**config.mk**
```make
export PLATFORM = sky130hd
export DESIGN_NAME = uart_cmd_responder_flat
export DESIGN_NICKNAME = d
export VERILOG_FILES = /design/src/rtl/uart_cmd_responder_if.sv /design/src/rtl/uart_cmd_responder.sv /design/src/flat_wrapper.sv
export SDC_FILE = /design/constraint.sdc
export NUM_CORES = 1
export LEC_CHECK = 0
export ABC_AREA = 0
export BUFFER_PORTS_ARGS = -buffer_cell sky130_fd_sc_hd__buf_4
export CAP_MARGIN = 20
export CORE_MARGIN = 5
export CORE_UTILIZATION = 61
export DETAILED_ROUTE_END_ITERATION = 10
export PLACE_DENSITY = 0.81
export SYNTH_ARGS = -nofsm -noshare
export SYNTH_HDL_FRONTEND = slang
export SYNTH_SLANG_ARGS = --single-unit
```
**constraint.sdc**
```tcl
create_clock -name clk -period 3.25 [get_ports clk]
set_input_delay 0.1625 -clock clk [delete_from_list [all_inputs] [get_ports clk]]
set_output_delay 0.1625 -clock clk [all_outputs]
set_load 0.1 [all_outputs]
```
**src/rtl/uart_cmd_responder_if.sv**
```systemverilog
// Byte-stream bundle between the UART block and its command responder.
// master drives received bytes and tx_busy; slave returns transmit bytes.
interface uart_cmd_responder_if;
    logic [7:0] rx_p_data;
    logic       rx_d_valid;
    logic [7:0] tx_p_data;
    logic       tx_d_valid;
    logic       tx_busy;

    modport master (
        output rx_p_data, rx_d_valid, tx_busy,
        input  tx_p_data, tx_d_valid
    );

    modport slave (
        input  rx_p_data, rx_d_valid, tx_busy,
        output tx_p_data, tx_d_valid
    );
endinterface

```
**src/rtl/uart_cmd_responder.sv**
```systemverilog
// Parses received bytes as register write/read frames and returns read data to the UART transmitter.
// Optional inter-byte frame timeout enabled by defining FRAME_TIMEOUT_EN.
module uart_cmd_responder #(
    parameter int unsigned ADDR_W      = 4,
    parameter logic [7:0]  WR_CMD      = 8'hAA,
    parameter logic [7:0]  RD_CMD      = 8'hBB,
    parameter logic [15:0] TIMEOUT_CYC = 16'd5000
) (
    input  logic                 clk,
    input  logic                 rest,
    uart_cmd_responder_if.slave  bus,
    output logic [7:0]           cfg0,
    output logic                 ill_cmd,
    output logic                 overrun
);

    localparam int unsigned DEPTH = 1 << ADDR_W;

    typedef enum logic [2:0] {
        IDLE,
        WR_ADDR,
        WR_DATA,
        RD_ADDR,
        TX_SEND,
        TX_WAIT_HI,
        TX_WAIT_LO
    } state_t;

    state_t            state, state_next;
    logic [ADDR_W-1:0] addr_q;
    logic [7:0]        regs [DEPTH];
    logic              frame_timeout;
    logic              addr_we, reg_we, tx_load, tx_fire, ill_next, drop;

    assign cfg0 = regs[0];

`ifdef FRAME_TIMEOUT_EN
    logic [15:0] to_cnt;
    logic        in_frame;

    assign in_frame = (state == WR_ADDR) || (state == WR_DATA) || (state == RD_ADDR);

    // Held at zero outside a frame, so entry into WR_ADDR/RD_ADDR starts from zero.
    always_ff @(posedge clk) begin
        if (rest || bus.rx_d_valid || !in_frame)
            to_cnt <= '0;
        else
            to_cnt <= to_cnt + 16'd1;
    end

    assign frame_timeout = in_frame && !bus.rx_d_valid && (to_cnt == TIMEOUT_CYC - 16'd1);
`else
    // Without the counter a frame never expires; TIMEOUT_CYC is inert here.
    assign frame_timeout = 1'b0 & (TIMEOUT_CYC != '0);
`endif

    always_ff @(posedge clk) begin
        if (rest)
            state <= IDLE;
        else
            state <= state_next;
    end

    always_comb begin
        state_next = state;
        addr_we    = 1'b0;
        reg_we     = 1'b0;
        tx_load    = 1'b0;
        tx_fire    = 1'b0;
        ill_next   = 1'b0;
        drop       = 1'b0;
        case (state)
            IDLE: begin
                if (bus.rx_d_valid) begin
                    if (bus.rx_p_data == WR_CMD)
                        state_next = WR_ADDR;
                    else if (bus.rx_p_data == RD_CMD)
                        state_next = RD_ADDR;
                    else
                        ill_next = 1'b1;
                end
            end
            WR_ADDR: begin
                if (bus.rx_d_valid) begin
                    addr_we    = 1'b1;
                    state_next = WR_DATA;
                end else if (frame_timeout) begin
                    state_next = IDLE;
                end
            end
            WR_DATA: begin
                if (bus.rx_d_valid) begin
                    reg_we     = 1'b1;
                    state_next = IDLE;
                end else if (frame_timeout) begin
                    state_next = IDLE;
                end
            end
            RD_ADDR: begin
                if (bus.rx_d_valid) begin
                    tx_load    = 1'b1;
                    state_next = TX_SEND;
                end else if (frame_timeout) begin
                    state_next = IDLE;
                end
            end
            TX_SEND: begin
                drop = bus.rx_d_valid;
                if (!bus.tx_busy) begin
                    tx_fire    = 1'b1;
                    state_next = TX_WAIT_HI;
                end
            end
            TX_WAIT_HI: begin
                drop = bus.rx_d_valid;
                if (bus.tx_busy)
                    state_next = TX_WAIT_LO;
            end
            TX_WAIT_LO: begin
                drop = bus.rx_d_valid;
                if (!bus.tx_busy)
                    state_next = IDLE;
            end
            default: state_next = IDLE;
        endcase
    end

    always_ff @(posedge clk) begin
        if (rest) begin
            addr_q         <= '0;
            bus.tx_p_data  <= '0;
            bus.tx_d_valid <= 1'b0;
            ill_cmd        <= 1'b0;
            overrun        <= 1'b0;
            for (int unsigned i = 0; i < DEPTH; i++)
                regs[i] <= '0;
        end else begin
            bus.tx_d_valid <= tx_fire;
            ill_cmd        <= ill_next;
            if (drop)
                overrun <= 1'b1;
            if (addr_we)
                addr_q <= bus.rx_p_data[ADDR_W-1:0];
            if (tx_load)
                bus.tx_p_data <= regs[bus.rx_p_data[ADDR_W-1:0]];
            if (reg_we)
                regs[addr_q] <= bus.rx_p_data;
        end
    end

endmodule

```
**src/flat_wrapper.sv**
```systemverilog
// flat-port wrapper written by rule: the top's interface ports become plain ports
module uart_cmd_responder_flat 
#(
    parameter int unsigned ADDR_W      = 4,
    parameter logic [7:0]  WR_CMD      = 8'hAA,
    parameter logic [7:0]  RD_CMD      = 8'hBB,
    parameter logic [15:0] TIMEOUT_CYC = 16'd5000
)
  (clk, rest, cfg0, ill_cmd, overrun, bus_rx_p_data, bus_rx_d_valid, bus_tx_busy, bus_tx_p_data, bus_tx_d_valid);
  uart_cmd_responder_if bus_i ();
  input  logic clk;
  input  logic rest;
  output logic [7:0] cfg0;
  output logic ill_cmd;
  output logic overrun;
  input wire logic [$bits(bus_i.rx_p_data)-1:0] bus_rx_p_data;
  input wire logic [$bits(bus_i.rx_d_valid)-1:0] bus_rx_d_valid;
  input wire logic [$bits(bus_i.tx_busy)-1:0] bus_tx_busy;
  output wire logic [$bits(bus_i.tx_p_data)-1:0] bus_tx_p_data;
  output wire logic [$bits(bus_i.tx_d_valid)-1:0] bus_tx_d_valid;
  assign bus_i.rx_p_data = bus_rx_p_data;
  assign bus_i.rx_d_valid = bus_rx_d_valid;
  assign bus_i.tx_busy = bus_tx_busy;
  assign bus_tx_p_data = bus_i.tx_p_data;
  assign bus_tx_d_valid = bus_i.tx_d_valid;
  uart_cmd_responder #(.ADDR_W(ADDR_W), .WR_CMD(WR_CMD), .RD_CMD(RD_CMD), .TIMEOUT_CYC(TIMEOUT_CYC)) u_core (.clk(clk), .rest(rest), .bus(bus_i), .cfg0(cfg0), .ill_cmd(ill_cmd), .overrun(overrun));
endmodule
```
# Word level (Yosys, flattened, before mapping)
# Memory sizes are Yosys's and may differ from the RTL's. A register that Yosys moved wholly into a read port is not among the register bits.
# Cells that the tools add are included.
[op_classes] muxes=25 mul=0 div_mod_pow=0 n_reduce_logical=6 n_lt_le_gt_ge=0 n_shift=0 n_addsub=0 bitwise_logic=3 eq_ne=16
[op_table] cell="3-bit 2-to-1 mux" n=9
[op_table] cell="3-bit one-hot mux with 7 select lines" n=1
[op_table] cell="8-bit == test (second input constant)" n=2
[op_table] cell="2-bit != test (second input constant)" n=7
[op_table] cell="1-bit 2-to-1 mux" n=13
[op_table] cell="3-bit == test (second input constant)" n=3
[op_table] cell="8-bit 2-to-1 mux" n=1
[op_table] cell="8-bit AND reduction" n=1
[op_table] cell="8-bit OR reduction" n=1
[op_table] cell="3-bit by 2-bit == test with 1-bit output (second input constant)" n=2
[op_table] cell="4-bit 2-to-1 mux" n=1
[op_table] cell="4-bit OR reduction" n=1
[op_table] cell="3-bit by 1-bit == test with 1-bit output (second input constant)" n=1
[op_table] cell="3-bit logical NOT" n=1
[op_table] cell="3-bit by 1-bit != test with 1-bit output (second input constant)" n=1
[op_table] cell="1-bit NOT" n=3
[op_table] cell="3-bit OR reduction" n=1
[op_table] cell="2-bit OR reduction" n=1
[totals] reg_bits=10 mem_count=1 word_cells=56 inputBits=12 ramBits=128 out_inout_bits=19 latchBits=0 rom_bits=0
[mem_list] name="u_core.regs" depth=16 word_bits=8 rd=2 rd_ports_with_merged_regs=1 wr=16 line="uart_cmd_responder.sv:31" text="logic [7:0] regs [DEPTH];"

# Logic depth before layout (Yosys ltp)
# Gate-level depths: netlist of run 1.
[depth] ltp_word=7 ltp_mapped=6

# Worst setup path after synthesis of run 1
# OpenSTA, ideal clock, no wires.
[synth_timing] kind="register -> register" startpoint="register u_core.state[2]" endpoint="memory u_core.regs[9][0], enable pin" required_ns=2.866 stages_incl_launch_ff=6 period_less_slack_ns=2.411 setup_slack_ns=0.839 t_arrival_ns=2.027 path_buffers=2 setup_ns=0.384 cell_sequence="dfxtp_1 -> buf_2 -> nor4b_4 -> or4b_1 -> buf_2 -> o21ai_0"
[synth_rtl] element="from (decl)" line="uart_cmd_responder.sv:29" text="state_t state, state_next;"
[synth_rtl] element="from (signal assigned)" line="uart_cmd_responder.sv:61" text="state <= state_next;"
[synth_rtl] element="to (decl)" line="uart_cmd_responder.sv:31"

==> results by group, run 1 <==
Run status
  – Run status: complete, no violations

Drt
  – Wire per inst: 24.1 µm
  – Via density per instance: 6.72
  – Number of nets with antenna violations after detailed routing: 0
  – Final routed DRC violation total: 0
  – Total via count after detailed routing: 4,337
  – Number of design-rule violations left by the first detailed-router iteration: 623
  – Number of search-and-repair iterations in the first detailed-routing pass: 5
  – Routed Wire Length: 15,600 µm

Layout
  – # diodes: 0
  – Fill cell count: 653
  – End-of-flow core utilization: 0.705
  – Sequential cell area: 0.00420 mm²
  – Final non-filler cell total: 645
  – Multi-input combinational cell area: 0.00220 mm²
  – Number of nets in the layout: 504
  – Area grow syn2layout: 13.9%
  – Fraction of layout cells with a size suffix above 1: 0.289

CTS
  – Clock transition at the registers of the reported paths: 0.06 ns
  – Post-CTS Setup Bufs: 0
  – H-tree levels: 4
  – CTS tree: built
  – Clock latency reported for the late side of the worst-skew pair: 0.53 ns
  – Clock Sinks: 146
  – Number of buffers inserted during clock tree synthesis: 17
  – Buffer cell driving the clock tree root: sky130_fd_sc_hd__clkbuf_8
  – Clock Path Buffers: 2

Timing
  – Measured slew at the worst slew-check pin: 1.05 ns
  – Max-slew headroom: 0.293
  – Maximum operating frequency: 372 MHz
  – Setup repair after global routing missed its margin: false
  – Final Hold Violating Endpoints: 0
  – Final Skew: 0.00572 ns
  – Post-route fraction of the period consumed by the critical path: 0.828
  – Setup total negative slack: 0 ns
  – Max-slew violations: 0
  – Shortest period the worst path allows: 2.69 ns
  – Final setup violation count: 0

Synthesis
  – Cell with the most instances after synthesis: sky130_fd_sc_hd__edfxtp_1
  – Predominant post-synthesis flop cell: sky130_fd_sc_hd__edfxtp_1
  – Unique cell type count in the Yosys netlist: 41
  – Flip-flop and latch count after synthesis: 146
  – Sequential share of the synthesized area: 0.629
  – Post-synth net total: 478
  – Ys Warns: 0
  – Area leader, netlist: sky130_fd_sc_hd__edfxtp_1
  – Leading cell types by total area after synthesis: sky130_fd_sc_hd__edfxtp_1 57%, sky130_fd_sc_hd__mux4_2 11%, sky130_fd_sc_hd__nor3_1 7.3%
  – Proportion of netlist area held by the largest area contributor: 0.575
  – Number of flops mapped to enable cells by yosys: 128
  – Most frequent cells after synthesis: 128 x sky130_fd_sc_hd__edfxtp_1, 98 x sky130_fd_sc_hd__nor3_1, 32 x sky130_fd_sc_hd__clkbuf_1, 32 x sky130_fd_sc_hd__mux4_2, 30 x sky130_fd_sc_hd__nor3_2
  – Mean cell area of the mapped netlist: 14.3 µm²
  – Fraction of registers with async set or reset after synthesis: 0
  – Post-Syn Area: 0.00669 mm²
  – Synth Instances: 466

Global routing
  – Pin count of the biggest net entering global routing: 37
  – Global-route usage over all layers: 0.257
  – Global-route track usage on met1: 0.367
  – Total congestion overflow: 0
  – GR Layer Usage met3: 0.0603
  – Global routing met2 resource utilization: 0.387
  – Number of antenna violations at the first check in global routing: 0
  – Most heavily used metal layer in global routing: met2
  – First-pass GRT wire length: 24,800 µm
  – Vias in the first global route: 4,315

Worst hold path
  – Critical hold path startpoint: bus_rx_p_data[4]
  – Worst hold path type: in2reg
  – WHS Path Cells: 4

Critical path
  – Cell with the largest stage delay on the worst path: sky130_fd_sc_hd__or4b_2
  – Crit path required time: 3.48 ns
  – Start-to-end type of the worst setup path: reg2reg
  – Sequence of cells on the critical path: nor4b_4, or4b_2, o21ai_0, buf_4
  – Timing startpoint of the critical path: u_core.state[2]
  – Setup slack of the worst register-to-register path: 0.56 ns
  – Critical path fanouts, max: 25
  – Max incr delay on CP: 1.01 ns
  – Sum of buffers and inverters on the critical path: 1
  – Startpoint type of the worst setup path: flip-flop
  – Worst endpoint data arrival time: 2.92 ns
  – Cell family with the largest share of critical-path delay: simple AND/OR/NAND/NOR gates
  – Length in cells of the worst reg-to-reg path: 4
  – Startpoint of the most critical register-to-register path: u_core.state[2]
  – Logic depth of the worst path, buffers included: 4
  – Element type at the critical path end: flip-flop

Power
  – Worst IR drop on VDD: 0.284 mV
  – Power density relative to cell area: 542 mW/mm²
  – P_leak: 2.59 nW

Floorplan
  – Width of the chip: 115 µm
  – Ports: 31
  – Number of cell rows: 38
  – Standard cell core area: 0.0108 mm²
  – Die outline height: 115 µm
  – Effective utilization at floorplan: 0.619
  – Die ar.: 0.0132 mm²

Placed design
  – Port buffer count: 30
  – Detail Placement HPWL: 9590 µm
  – Global placer's final weighted congestion: 0.818
  – Post-placement cell count: 608

Job
  – # Max-Cap Violations: 0
==> report_power, final <==
group	leakage (nW)	internal [mW]	switching, mW
clock	0.252	1.04	0.695
combinational	0.867	0.102	0.183
sequential	1.47	2.09	0.0188
total	2.59	3.23	0.897
==> final timing paths <==
check | endpoint
setup / recovery | u_core.regs[0][0]
setup reg to reg | u_core.regs[0][0]
hold reg to reg | u_core.overrun
hold / removal | u_core.ill_cmd
==> registers in the layout, summed over array words and instances, names as in the netlist <==
| register | cells |
|---|---|
| u_core.bus.tx_p_data | 8 |
| u_core.regs | 128 |
| u_core.ill_cmd | 1 |
| u_core.state | 3 |
| u_core.addr_q | 4 |
| u_core.bus.tx_d_valid | 1 |
| u_core.overrun | 1 |
==> per-stage QoR <==
stage                     hold WS, ns  worst slack [ns]  power [mW]  area (µm²)
after detailed placement        0.357             0.586        2.42        7040
after CTS                      0.0795             0.568        4.14        7610
after global placement          0.348             0.735        2.41        7040
after floorplan                 0.239             0.839        2.32        6690
final                           0.107             0.559        4.13        7610
after global routing           0.0917             0.435        4.26        7610
==> layer usage <==
layer	vias to the layer above	wire length, µm
met5	-	0
met4	0	376
met3	26	1510
met2	276	7630
met1	2153	6040
li1	1882	-
==> layout by cell type (no fill, tap or decap), types with 5 or more instances in the layout <==
cell,instances
sky130_fd_sc_hd__clkbuf_8,6
sky130_fd_sc_hd__dlygate4sd3_1,5
sky130_fd_sc_hd__edfxtp_1,128
sky130_fd_sc_hd__nor2_1,7
sky130_fd_sc_hd__nor3_2,30
sky130_fd_sc_hd__buf_4,56
sky130_fd_sc_hd__o21ai_0,25
sky130_fd_sc_hd__inv_1,8
sky130_fd_sc_hd__mux2i_1,20
sky130_fd_sc_hd__nor3_1,98
sky130_fd_sc_hd__mux4_2,32
sky130_fd_sc_hd__dfxtp_1,18
sky130_fd_sc_hd__clkbuf_1,10
sky130_fd_sc_hd__clkbuf_16,16
sky130_fd_sc_hd__a221oi_1,8
==> worst register-to-register path: stages (launching register included) <==
cell                      delay [ns]
sky130_fd_sc_hd__dfxtp_1        0.40
sky130_fd_sc_hd__nor4b_4        0.42
sky130_fd_sc_hd__or4b_2         1.01
sky130_fd_sc_hd__o21ai_0        0.35
sky130_fd_sc_hd__buf_4          0.22
==> what timing repair did <==
item                      CTS  global route
hold endpoints to repair    8             0
gates resized for setup     0             0
hold buffers                5             0
==> area by class of cell <==
cell class	count	area share
Timing Repair Buffer	61	0.0618
Multi-Input combinational cell	255	0.289
Tap cell	140	0.0230
Inverter	11	0.00542
Sequential cell	146	0.552
Clock buffer	32	0.0684
==> cell families (layout without fill, tap and decap cells) <==
logic type | Yosys count | after routing | synth area share
AOI/OAI and AO/OA | 42 | 42 | 0.0395
buffers and inverters | 65 | 104 | 0.0417
and+or+nand+nor | 160 | 160 | 0.151
muxes | 52 | 52 | 0.138
xor gates and xnor gates | 1 | 1 | 0.00131
DFF | 146 | 146 | 0.629
No activity file was read; power rests on OpenSTA's default activity.
==> run 2: changes to the inputs <==
--- a/config.mk
+++ b/config.mk
@@ -9,9 +9,9 @@
 export BUFFER_PORTS_ARGS = -buffer_cell sky130_fd_sc_hd__buf_4
 export CAP_MARGIN = 20
 export CORE_MARGIN = 5
-export CORE_UTILIZATION = 61
+export CORE_UTILIZATION = 55
 export DETAILED_ROUTE_END_ITERATION = 10
-export PLACE_DENSITY = 0.81
+export PLACE_DENSITY = 0.77
 export SYNTH_ARGS = -nofsm -noshare
 export SYNTH_HDL_FRONTEND = slang
 export SYNTH_SLANG_ARGS = --single-unit
==> constraint.sdc (replaced) <==
create_clock -name clk -period 2.4 [get_ports clk]
set_input_delay 0.12 -clock clk [delete_from_list [all_inputs] [get_ports clk]]
set_output_delay 0.12 -clock clk [all_outputs]
set_load 0.1 [all_outputs]
==> results by group, run 2 (synthesis gave the netlist of run 1 again) <==
Global routing
  – Vias in the first global route: 4,480 (+3.8%)
  – Total congestion overflow: 0 (unchanged)
  – Number of antenna violations at the first check in global routing: 0 (unchanged)
  – First-pass GRT wire length: 25,900 µm (+4.3%)
  – Pin count of the biggest net entering global routing: 37 (unchanged)
  – Global-route usage over all layers: 0.241 (-0.0160)

Floorplan
  – Effective utilization at floorplan: 0.559 (-0.0605)
  – Die outline height: 120 µm (+4.9%)
  – Width of the chip: 120 µm (+4.9%)
  – Standard cell core area: 0.0120 mm² (+11%)
  – Ports: 31 (unchanged)
  – Number of cell rows: 40 (+5.3%)
  – Die ar.: 0.0145 mm² (+9.9%)

CTS
  – H-tree levels: 4 (unchanged)
  – Number of buffers inserted during clock tree synthesis: 17 (unchanged)
  – Clock latency reported for the late side of the worst-skew pair: 0.43 ns (-0.10 ns)
  – Clock Sinks: 146 (unchanged)
  – CTS tree: built
  – Clock Path Buffers: 2 (unchanged)
  – Clock transition at the registers of the reported paths: 0.06 ns (about the same)
  – Post-CTS Setup Bufs: 0 (unchanged)
  – Buffer cell driving the clock tree root: sky130_fd_sc_hd__clkbuf_16

Power
  – Total design power: 6.19 mW (+50%)
  – Power density relative to cell area: 782 mW/mm² (+44%)
  – Worst IR drop on VDD: 0.551 mV (+94%)
  – P_leak: 2.75 nW (+6.3%)

Critical path
  – Setup slack of the worst register-to-register path: 0.30 ns (-0.26 ns)
  – Timing startpoint of the critical path: rest
  – Element type at the critical path end: flip-flop
  – Start-to-end type of the worst setup path: in2reg
  – Worst endpoint data arrival time: 2.24 ns (-0.68 ns)
  – Critical path fanouts, max: 36 (+44%)
  – Crit Reg-Reg Endpoint: u_core.regs[11][2]
  – CP Capture Point: u_core.regs[11][2]
  – Startpoint type of the worst setup path: input pin
  – Length in cells of the worst reg-to-reg path: 5 (+1)
  – Startpoint of the most critical register-to-register path: u_core.state[2]
  – Crit path required time: 2.53 ns (-0.95 ns)

Placed design
  – Port buffer count: 30 (unchanged)
  – Detail Placement HPWL: 10,000 µm (+4.7%)
  – Global placer's final weighted congestion: 0.902 (+10%)
  – Placed instance area: 0.00719 mm² (+2.1%)

Layout
  – Final cell area excluding filler cells: 0.00791 mm² (+3.9%)
  – Most used cells in the layout excluding fill and tap cells: 128 x sky130_fd_sc_hd__edfxtp_1, 98 x sky130_fd_sc_hd__nor3_1, 67 x sky130_fd_sc_hd__buf_4
  – Fill cell count: 784 (+20%)
  – Largest registers ranked by flip-flop count: u_core.regs (128), u_core.bus.tx_p_data (8), u_core.addr_q (4)
  – Number of nets in the layout: 519 (+3.0%)
  – Number of flip-flops in the largest register: 128 (unchanged)
  – # diodes: 0 (unchanged)
  – Fraction of layout cells with a size suffix above 1: 0.323 (+0.0340)
  – Area grow syn2layout: 18.3%
  – Most frequent standard cell in the layout excluding fill and tap cells: sky130_fd_sc_hd__edfxtp_1
  – Register with the most flip-flops: u_core.regs

Timing
  – Final Skew: 0.00568 ns (-0.0000317 ns)
  – Final setup violation count: 0 (unchanged)
  – Final Hold Violating Endpoints: 0 (unchanged)
  – Measured slew at the worst slew-check pin: 0.749 ns (-0.297 ns)
  – Post-route fraction of the period consumed by the critical path: 0.881
  – Max-slew violations: 0 (unchanged)
  – Max-slew headroom: 0.500 (+0.207)
  – Shortest period the worst path allows: 2.11 ns
  – Setup repair after global routing missed its margin: false
  – Maximum operating frequency: 473 MHz

Drt
  – Final routed DRC violation total: 0 (unchanged)
  – Number of design-rule violations left by the first detailed-router iteration: 648 (+4.0%)
  – Total via count after detailed routing: 4,347 (+0.23%)
  – Wire per inst: 24.4 µm (+1.3%)
  – Number of search-and-repair iterations in the first detailed-routing pass: 5 (unchanged)
  – Number of nets with antenna violations after detailed routing: 0 (unchanged)
  – Routed Wire Length: 16,300 µm (+4.7%)
  – Via density per instance: 6.52 (-3.1%)

Run status
  – Run status: complete, no violations

Job
  – # Max-Cap Violations: 0 (unchanged)

Worst hold path
  – Worst hold path type: in2reg
-- run 2: cell types whose count changed in the layout (fill, tap and decap cells not counted), sizes merged --
cell / delta
buf: +14
bufinv: +5
clkbuf: -11
clkinv: +5
clkinvlp: +1
dlygate4sd3: +1
-- run 2: layout make-up --
class	count	area (µm²)	area share
timing repair buffer	76	623	0.0788
inverter	11	41.3	0.00522
multi-input combinational	255	2210	0.279
sequential	146	4200	0.531
clock buffer	21	470	0.0595
clock inverter	11	181	0.0229
tap	147	184	0.0233
-- run 2: where the power goes --
part	internal [mW]	leakage, nW	switching (mW)	total, mW
clock	1.92	0.320	1.03	2.94
combinational	0.142	0.960	0.253	0.395
sequential	2.83	1.47	0.0254	2.85
-- run 2: critical path: stages --
cell,delay (ns)
sky130_fd_sc_hd__dlygate4sd3_1,0.53
sky130_fd_sc_hd__buf_4,0.17
sky130_fd_sc_hd__nor4b_4,0.34
sky130_fd_sc_hd__nand4b_1,0.21
sky130_fd_sc_hd__buf_12,0.22
sky130_fd_sc_hd__o21ai_0,0.37
sky130_fd_sc_hd__buf_4,0.25
-- run 2: timing repair --
item                                    in CTS  in global routing
hold buffers                                 6                  0
hold endpoints to repair                     7                  0
gates resized for setup                      0                  2
endpoints found under the setup margin       0                 16
-- run 2: stage by stage --
step | TNS (ns) | std cells | util | hold WS, ns | worst slack [ns]
floorplan | -0.275 | 466 | - | 0.196 | -0.0115
global placement | 0 | 629 | 0.601 | 0.304 | 0.170
detailed placement | 0 | 629 | 0.601 | 0.315 | 0.0546
CTS | 0 | 667 | 0.661 | 0.00691 | 0.0181
global route | 0 | 667 | 0.661 | 0.0952 | 0.133
finish | 0 | 667 | 0.661 | 0.0551 | 0.286
-- run 2: how the worst min path moves through the flow --
stage                             to  slack, ns  depth (start not counted)      startpoint
6_report              u_core.overrun       0.06                          3  bus_rx_d_valid
5_1_grt               u_core.overrun        0.1                          3  bus_rx_d_valid
4_1_cts               u_core.overrun      0.007                          3  bus_rx_d_valid
3_5_place_dp   u_core.bus.tx_d_valid       0.31                          2     bus_tx_busy
3_3_place_gp   u_core.bus.tx_d_valid       0.30                          2     bus_tx_busy
2_1_floorplan  u_core.bus.tx_d_valid       0.20                          1     bus_tx_busy
-- run 2: metal layers --
layer / global-route usage / routed length, µm
met5: 0 / 0
met4: 0.0992 / 490
met3: 0.0575 / 1270
met2: 0.380 / 7950
met1: 0.326 / 6590
